[config.mk]
export PLATFORM = sky130hd
export DESIGN_NAME = mem_arbiter_flat
export DESIGN_NICKNAME = d
export VERILOG_FILES = /design/src/rtl/mem_arbiter_if.sv /design/src/rtl/mem_arbiter.sv /design/src/flat_wrapper.sv
export SDC_FILE = /design/constraint.sdc
export NUM_CORES = 1
export LEC_CHECK = 0
export BUFFER_PORTS_ARGS = -buffer_cell sky130_fd_sc_hd__buf_2
export CAP_MARGIN = 10
export CORE_AREA = 2 2 114 116
export CTS_CLUSTER_SIZE = 40
export DETAILED_ROUTE_END_ITERATION = 6
export DIE_AREA = 0 0 116 118
export PLACE_DENSITY_LB_ADDON = 0.1
export SLEW_MARGIN = 20
export SYNTH_ARGS = -nofsm -noshare
export SYNTH_HDL_FRONTEND = slang
export SYNTH_SLANG_ARGS = --single-unit
[constraint.sdc]
create_clock -name clk -period 2.17 [get_ports clk]
set_clock_uncertainty 0.2 [all_clocks]
set_input_delay 0.217 -clock clk [delete_from_list [all_inputs] [get_ports clk]]
set_output_delay 0.217 -clock clk [all_outputs]
set_load 0.01 [all_outputs]
[src/rtl/mem_arbiter_if.sv]
// Bus bundle for the MEM/fetch arbiter: both requester ports plus the
// shared SRAM controller port. The slave modport is the arbiter's view,
// the master modport is the environment's view (requesters and SRAM).
interface mem_arbiter_if #(
  parameter int ADDR_W = 32,
  parameter int DATA_W = 32
);
  logic              m_r_en;
  logic              m_w_en;
  logic [ADDR_W-1:0] m_addr;
  logic [DATA_W-1:0] m_wdata;
  logic [DATA_W-1:0] m_rdata;
  logic              m_ready;

  logic              i_r_en;
  logic [ADDR_W-1:0] i_addr;
  logic [DATA_W-1:0] i_rdata;
  logic              i_ready;

  logic              sram_r_en;
  logic              sram_w_en;
  logic [ADDR_W-1:0] sram_addr;
  logic [DATA_W-1:0] sram_wdata;
  logic [DATA_W-1:0] sram_rdata;
  logic              sram_ready;

  logic              grant_mem;

  modport slave (
    input  m_r_en, m_w_en, m_addr, m_wdata,
    output m_rdata, m_ready,
    input  i_r_en, i_addr,
    output i_rdata, i_ready,
    output sram_r_en, sram_w_en, sram_addr, sram_wdata,
    input  sram_rdata, sram_ready,
    output grant_mem
  );

  modport master (
    output m_r_en, m_w_en, m_addr, m_wdata,
    input  m_rdata, m_ready,
    output i_r_en, i_addr,
    input  i_rdata, i_ready,
    input  sram_r_en, sram_w_en, sram_addr, sram_wdata,
    output sram_rdata, sram_ready,
    input  grant_mem
  );
endinterface

[src/rtl/mem_arbiter.sv]
// Two-requester arbiter (MEM stage, instruction fetch) in front of a single
// SRAM controller. One command outstanding at a time; ties alternate.
//
//   state | meaning
//   IDLE  | no command outstanding, arbitrate on each edge
//   SERVE | command driven to SRAM, waiting for sram_ready pulse
//   DONE  | owner's ready high for this cycle, owner becomes last_owner
module mem_arbiter #(
  parameter int ADDR_W = 32,
  parameter int DATA_W = 32
) (
  input  logic          clk,
  input  logic          rst,
  mem_arbiter_if.slave  bus
);

  typedef enum logic [1:0] {
    ST_IDLE  = 2'd0,
    ST_SERVE = 2'd1,
    ST_DONE  = 2'd2
  } state_t;

  state_t            r_state;
  logic              r_owner_mem;
  logic              r_last_mem;
  logic              r_op_wr;
  logic              r_sram_r_en;
  logic              r_sram_w_en;
  logic [ADDR_W-1:0] r_sram_addr;
  logic [DATA_W-1:0] r_sram_wdata;
  logic [DATA_W-1:0] r_m_rdata;
  logic [DATA_W-1:0] r_i_rdata;

  logic              w_m_req;
  logic              w_i_req;
  logic              w_pick_mem;

  assign w_m_req = bus.m_r_en | bus.m_w_en;
  assign w_i_req = bus.i_r_en;
  // On a tie the requester that did not win last time gets the grant.
  assign w_pick_mem = w_m_req & (~w_i_req | ~r_last_mem);

  // Arbitration FSM with latched SRAM command and per-requester read data.
  always_ff @(posedge clk or negedge rst) begin
    if (!rst) begin
      r_state      <= ST_IDLE;
      r_owner_mem  <= 1'b1;
      r_last_mem   <= 1'b0;
      r_op_wr      <= 1'b0;
      r_sram_r_en  <= 1'b0;
      r_sram_w_en  <= 1'b0;
      r_sram_addr  <= '0;
      r_sram_wdata <= '0;
      r_m_rdata    <= '0;
      r_i_rdata    <= '0;
    end else begin
      case (r_state)
        ST_IDLE: begin
          if (w_m_req | w_i_req) begin
            r_owner_mem <= w_pick_mem;
            r_state     <= ST_SERVE;
            if (w_pick_mem) begin
              // Read and write together is a write.
              r_sram_addr  <= bus.m_addr;
              r_sram_wdata <= bus.m_wdata;
              r_op_wr      <= bus.m_w_en;
              r_sram_w_en  <= bus.m_w_en;
              r_sram_r_en  <= ~bus.m_w_en;
            end else begin
              r_sram_addr <= bus.i_addr;
              r_op_wr     <= 1'b0;
              r_sram_w_en <= 1'b0;
              r_sram_r_en <= 1'b1;
            end
          end
        end
        ST_SERVE: begin
          if (bus.sram_ready) begin
            r_sram_r_en <= 1'b0;
            r_sram_w_en <= 1'b0;
            r_state     <= ST_DONE;
            // A requester that withdrew mid-transaction does not get data.
            if (!r_op_wr) begin
              if (r_owner_mem && bus.m_r_en) begin
                r_m_rdata <= bus.sram_rdata;
              end else if (!r_owner_mem && bus.i_r_en) begin
                r_i_rdata <= bus.sram_rdata;
              end
            end
          end
        end
        ST_DONE: begin
          r_last_mem <= r_owner_mem;
          r_state    <= ST_IDLE;
        end
        default: begin
          r_state <= ST_IDLE;
        end
      endcase
    end
  end

  assign bus.m_ready    = ~w_m_req | ((r_state == ST_DONE) & r_owner_mem);
  assign bus.i_ready    = ~w_i_req | ((r_state == ST_DONE) & ~r_owner_mem);
  assign bus.m_rdata    = r_m_rdata;
  assign bus.i_rdata    = r_i_rdata;
  assign bus.sram_r_en  = r_sram_r_en;
  assign bus.sram_w_en  = r_sram_w_en;
  assign bus.sram_addr  = r_sram_addr;
  assign bus.sram_wdata = r_sram_wdata;
  assign bus.grant_mem  = r_owner_mem;

endmodule

[src/flat_wrapper.sv]
// flat-port wrapper written by rule: the top's interface ports become plain ports
module mem_arbiter_flat 
#(
  parameter int ADDR_W = 32,
  parameter int DATA_W = 32
)
  (clk, rst, bus_m_r_en, bus_m_w_en, bus_m_addr, bus_m_wdata, bus_m_rdata, bus_m_ready, bus_i_r_en, bus_i_addr, bus_i_rdata, bus_i_ready, bus_sram_r_en, bus_sram_w_en, bus_sram_addr, bus_sram_wdata, bus_sram_rdata, bus_sram_ready, bus_grant_mem);
  mem_arbiter_if #(.ADDR_W(ADDR_W), .DATA_W(DATA_W)) bus_i ();
  input  logic clk;
  input  logic rst;
  input wire logic [$bits(bus_i.m_r_en)-1:0] bus_m_r_en;
  input wire logic [$bits(bus_i.m_w_en)-1:0] bus_m_w_en;
  input wire logic [$bits(bus_i.m_addr)-1:0] bus_m_addr;
  input wire logic [$bits(bus_i.m_wdata)-1:0] bus_m_wdata;
  output wire logic [$bits(bus_i.m_rdata)-1:0] bus_m_rdata;
  output wire logic [$bits(bus_i.m_ready)-1:0] bus_m_ready;
  input wire logic [$bits(bus_i.i_r_en)-1:0] bus_i_r_en;
  input wire logic [$bits(bus_i.i_addr)-1:0] bus_i_addr;
  output wire logic [$bits(bus_i.i_rdata)-1:0] bus_i_rdata;
  output wire logic [$bits(bus_i.i_ready)-1:0] bus_i_ready;
  output wire logic [$bits(bus_i.sram_r_en)-1:0] bus_sram_r_en;
  output wire logic [$bits(bus_i.sram_w_en)-1:0] bus_sram_w_en;
  output wire logic [$bits(bus_i.sram_addr)-1:0] bus_sram_addr;
  output wire logic [$bits(bus_i.sram_wdata)-1:0] bus_sram_wdata;
  input wire logic [$bits(bus_i.sram_rdata)-1:0] bus_sram_rdata;
  input wire logic [$bits(bus_i.sram_ready)-1:0] bus_sram_ready;
  output wire logic [$bits(bus_i.grant_mem)-1:0] bus_grant_mem;
  assign bus_i.m_r_en = bus_m_r_en;
  assign bus_i.m_w_en = bus_m_w_en;
  assign bus_i.m_addr = bus_m_addr;
  assign bus_i.m_wdata = bus_m_wdata;
  assign bus_m_rdata = bus_i.m_rdata;
  assign bus_m_ready = bus_i.m_ready;
  assign bus_i.i_r_en = bus_i_r_en;
  assign bus_i.i_addr = bus_i_addr;
  assign bus_i_rdata = bus_i.i_rdata;
  assign bus_i_ready = bus_i.i_ready;
  assign bus_sram_r_en = bus_i.sram_r_en;
  assign bus_sram_w_en = bus_i.sram_w_en;
  assign bus_sram_addr = bus_i.sram_addr;
  assign bus_sram_wdata = bus_i.sram_wdata;
  assign bus_i.sram_rdata = bus_sram_rdata;
  assign bus_i.sram_ready = bus_sram_ready;
  assign bus_grant_mem = bus_i.grant_mem;
  mem_arbiter #(.ADDR_W(ADDR_W), .DATA_W(DATA_W)) u_core (.clk(clk), .rst(rst), .bus(bus_i));
endmodule
---- Word level (Yosys, flattened, before mapping) ----
Index checks and enable logic that the tools add are counted.
operators by class
  eq/ne operators ......................... 4
  multiplexer cells ....................... 11
  bitwise gates (word level) .............. 15
  reduce and logical (&&, ||, !) cells .... 11
operators with widths
  cell                count
  $mux 32             1
  $not 1->1           7
  $reduce_and 3->1    2
  $mux 1              5
  $or 1x1->1          5
  $reduce_and 5->1    1
  $mux 2              2
  $pmux 1 s2          2
  $pmux 2 s2          1
  $reduce_and 2->1    2
  $reduce_and 4->1    1
  $and 1x1->1         3
  $eq 2x1->1 const B  1
  $eq 2x2->1 const B  1
  $logic_and 1x1->1   2
  $logic_not 2->1     1
  $ne 2x1->1 const B  1
  $ne 2x2->1 const B  1
  $reduce_bool 2->1   1
  $logic_not 1->1     1
word-level totals
  bits in registers ....................... 135
  bits of input ports ..................... 134
  output and inout bits ................... 133
  word-level logic and storage cells ...... 51

---- Longest topological paths before layout ----
  word-level depth ........................ 6
  mapped depth ............................ 5
  depth with buffers taken out ............ 3

---- Worst setup path before layout ----
Ideal clock, no wire load.
  path type ............................... reg-to-reg
  from .................................... register u_core.r_state[1]
  to ...................................... register u_core.r_i_rdata[0] (netlist: u_core.bus.i_rdata[0])
  setup time .............................. 0.125 ns
  arrival ................................. 1.636 ns
  data required time ...................... 1.845 ns
  setup slack ............................. 0.209 ns
  cell stages (with the launch flop) ...... 6
  path buffers ............................ 2
  clock period less this slack ............ 1.961 ns
  cells stage by stage .................... dfrtp_1 > nand3b_4 > or4b_4 > buf_6 > buf_12 > mux2_4
on the way
  word-level cells in the longest chain between the ends .. 2
ends and longest elaborated chain
  item                               RTL line           source
  start: declaration                 mem_arbiter.sv:23  state_t r_state;
  start signal: assignment           mem_arbiter.sv:46  r_state <= ST_IDLE;
  start signal: assignment           mem_arbiter.sv:61  r_state <= ST_SERVE;
  start signal: assignment           mem_arbiter.sv:81  r_state <= ST_DONE;
  $eq 2x1->1                         mem_arbiter.sv:57  case (r_state)
  $reduce_and 5->1 (no source line)  --
  end signal: assignment             mem_arbiter.sv:87  r_i_rdata <= bus.sram_rdata;
  end: declaration                   mem_arbiter.sv:32  logic [DATA_W-1:0] r_i_rdata;
Every way passes these cells.
A chain may end at the register's enable or synchronous reset.

---- Final worst setup path ----
  from .................................... register u_core.r_state[0]
  to ...................................... output bus_m_ready
on the way
  word-level cells in the longest chain between the ends .. 3
ends and longest elaborated chain
  item              RTL line            source
  $eq 2x2->1        mem_arbiter.sv:103  assign bus.m_ready = ~w_m_req | ((r_state == ST_DONE) & r_owner_mem);
  $and 1x1->1       mem_arbiter.sv:103
  $or 1x1->1        mem_arbiter.sv:103
  end: declaration  flat_wrapper.sv:16  output wire logic [$bits(bus_i.m_ready)-1:0] bus_m_ready;
Every way passes these cells.

==> run_results.csv <==
group,metric,value,unit
run_status,status,"completed",
route,dr_total_vias,4400,
min_path,min_path_cells,3,
synthesis,syn-num-nets,473,
layout,final_cell_mix,"265 x buf_2, 134 x dfrtp_1, 131 x dlygate4sd3_1",
min_path,min_to,"u_core.bus.sram_r_en$_DFFE_PN0P_",
floorplanning,fp.coreArea,12410,um^2
place,portBuffers,266,
timing,finalCritPeriodShare,95.78,%
layout,final_layout_size_suffix_gt1_share,62.37,%
cts,cts.htree.levels,4,
critical_path,r2r_slack,0.25,ns
critical_path,path_cells,"buf_4, nand2b_1, or2_2, o21ai_0, buf_2",
place,post-dp-hpwl,9407,um
layout,n_antenna_cell,0,
cts,clock_latency,0.41,ns
cts,numCtsBuffers,17,
route,via_per_inst,4.721,
critical_path,cp.arrival,1.66,ns
critical_path,start_kind,"flop",
route,wl_per_cell,16.66,um
layout,mostFrequentLayoutCell,"buf_2",
cts,post-cts-setup-buffers,0,
min_path,worstHoldPathType,"input port to flop",
synthesis,avgSynthCellArea,16.53,um^2
pwr,vdd_ir_drop_max,729.8,uV
grt,track_usage,23.68,%
layout,register_area,3379,um^2
layout,syn_to_final_growth,62.62,%
synthesis,ys.warnings.count,0,
run,max_cap_violations,0,
critical_path,worst_setup_path_end_kind,"output pin",
route,drt_iter0_markers,216,
timing,finalHoldViolCount,0,
floorplanning,die_height,118,um
critical_path,crit_start,"u_core.r_state[0]$_DFFE_PN0P_",
timing,setup_tns,0,ns
timing,hold_ws,0.06068,ns
timing,finalSetupViolCount,0,
route,drtAntennaViolNets,0,
cts,clock_path_buffers,2,
cts,holdBufCountCts,131,
synthesis,netlist_area,5603,um^2
synthesis,yosys.cell_types.count,23,
grt,grt_antenna_before_repair,0,
pwr,leakagePower,4.495,nW
timing,post-route-min-period,2.078,ns
route,dr.pass1.iters,6,
cts,postCtsResizedCells,0,
layout,post-route-util,73.39,%
synthesis,netlist_instances,339,
critical_path,crit_fanout,5,
floorplanning,die_area,13690,um^2
floorplanning,num_io_pins,267,
critical_path,path_class,"flop to output pin",
grt,grt_pass1_wl,24900,um
timing,rsz0062_at_grt,"no",
place,pre_cts_ws,0.2462,ns
route,routed_wl,15530,um
critical_path,r2r_start,"u_core.r_state[1]$_DFFE_PN0P_",
layout,multi_input_area,2111,um^2
timing,setup_slack,0.09161,ns
critical_path,timing.rr.end,"u_core.bus.i_rdata[22]$_DFFE_PN0P_",
route,drc_errors,0,
critical_path,critical_path_required,1.75,ns
min_path,hp-start,"bus_m_w_en",
critical_path,slowest_stage,"dfrtp_1",
cts,numClockSinks,135,
synthesis,ys_ff_latch,135,
floorplanning,start_util,45.13,%
place,routabilityCongestion,0.7691,
grt,gr-total-overflow,0,
synthesis,ys_seq_area_share,60.32,%
floorplanning,rows,41,
pwr,p_per_area,1341,nW/um^2
floorplanning,die-width,116,um
grt,first_global_vias,5092,
layout,nFillCells,807,
timing,fmaxAchievable,481.1,MHz
grt,grt_max_degree,74,
timing,worstMarginPinSlew,0.4451,ns
critical_path,r2r_cells,4,
cts,root_buffer,"clkbuf_16",
critical_path,cp_num_buf_inv,2,
cts,cts_tree,"built",
critical_path,critical_path.top_delay_family,"simple AND/OR/NAND/NOR gates",
layout,final_nets,882,
pwr,total_power,12.21,mW
timing,maxSlewHeadroom,70.32,%
cts,clk_pin_slew,0.06,ns
critical_path,cp_slowest_stage_delay,0.40,ns
timing,slew_violations,0,
metal layers:
| layer | track usage, % | wire length, um | vias to the layer above |
|---|---|---|---|
| li1 | - | - | 2020 |
| met2 | 41.45 | 8038 | 185 |
| met3 | 7.827 | 1056 | 32 |
| met4 | 9.598 | 380 | 0 |
| met5 | 0 | 0 | - |
| met1 | 26.08 | 6051 | 2163 |
tightest hold or removal path: cells and delay by family:
family | cells | cell delay, ns
compound gates | 1 | 0.14
buf+inv | 1 | 0.13
mux | 1 | 0.13
metrics by stage:
stage,area (um^2),std cells
after floorplan,5603,339
after global placement,7192,770
after detailed placement,7192,770
after CTS,9111,932
after global routing,9111,932
final,9111,932
cells by family after synthesis:
family                 after synthesis  synth area share (%)
AOI/OAI and AO/OA                    7                0.7369
muxes                              161                 34.35
buffers and inverters               20                 2.546
DFF                                135                 60.32
and+or+nand+nor                     16                 2.055
cell type report:
type | instances | share of cell area (%)
clock buffer | 23 | 5.356
clock inverter | 8 | 1.318
inverter | 3 | 0.1236
multi-input combinational | 184 | 23.17
sequential | 135 | 37.09
tap | 172 | 2.362
timing repair buffer | 407 | 30.58
report_power, final:
part	switching [mW]	total [mW]	internal, mW	leakage, nW
Combinational	2.15	4.82	2.67	2.58
Clock	1.02	2.94	1.92	0.295
Sequential	0.663	4.46	3.80	1.62
synthesized netlist by cell type (all sizes together):
cell | count | share of area, %
mux2 | 160 | 34
dfrtp | 134 | 60
buf | 13 | 2.1
nand2 | 5 | 0.34
o21ai | 5 | 0.45
clkbuf | 4 | 0.27
inv | 3 | 0.20
nor3 | 3 | 0.36
or2 | 2 | 0.22
or4b | 2 | 0.42
a21boi | 1 | 0.13
dfstp | 1 | 0.47
mux2i | 1 | 0.18
nand2b | 1 | 0.11
nand3b | 1 | 0.36
nor3b | 1 | 0.13
o2bb2ai | 1 | 0.16
or3 | 1 | 0.11
state kept, by name, summed over array words and instances (netlist names), 2 cells and up:
| register | count |
|---|---|
| u_core.bus.sram_wdata | 32 |
| u_core.bus.i_rdata | 32 |
| u_core.bus.m_rdata | 32 |
| u_core.bus.sram_addr | 32 |
| u_core.r_state | 2 |
how the worst max path moves through the flow:
stage                                               to  slack, ns  cells past startpoint
finish                                     bus_m_ready       0.09                      5
global route                               bus_m_ready      0.004                      5
CTS                                        bus_m_ready       0.06                      5
detailed placement  u_core.bus.i_rdata[27]$_DFFE_PN0P_       0.25                      4
global placement    u_core.bus.i_rdata[26]$_DFFE_PN0P_       0.28                      4
floorplan            u_core.bus.i_rdata[0]$_DFFE_PN0P_       0.21                      5
(Power assumes the default switching activity.)
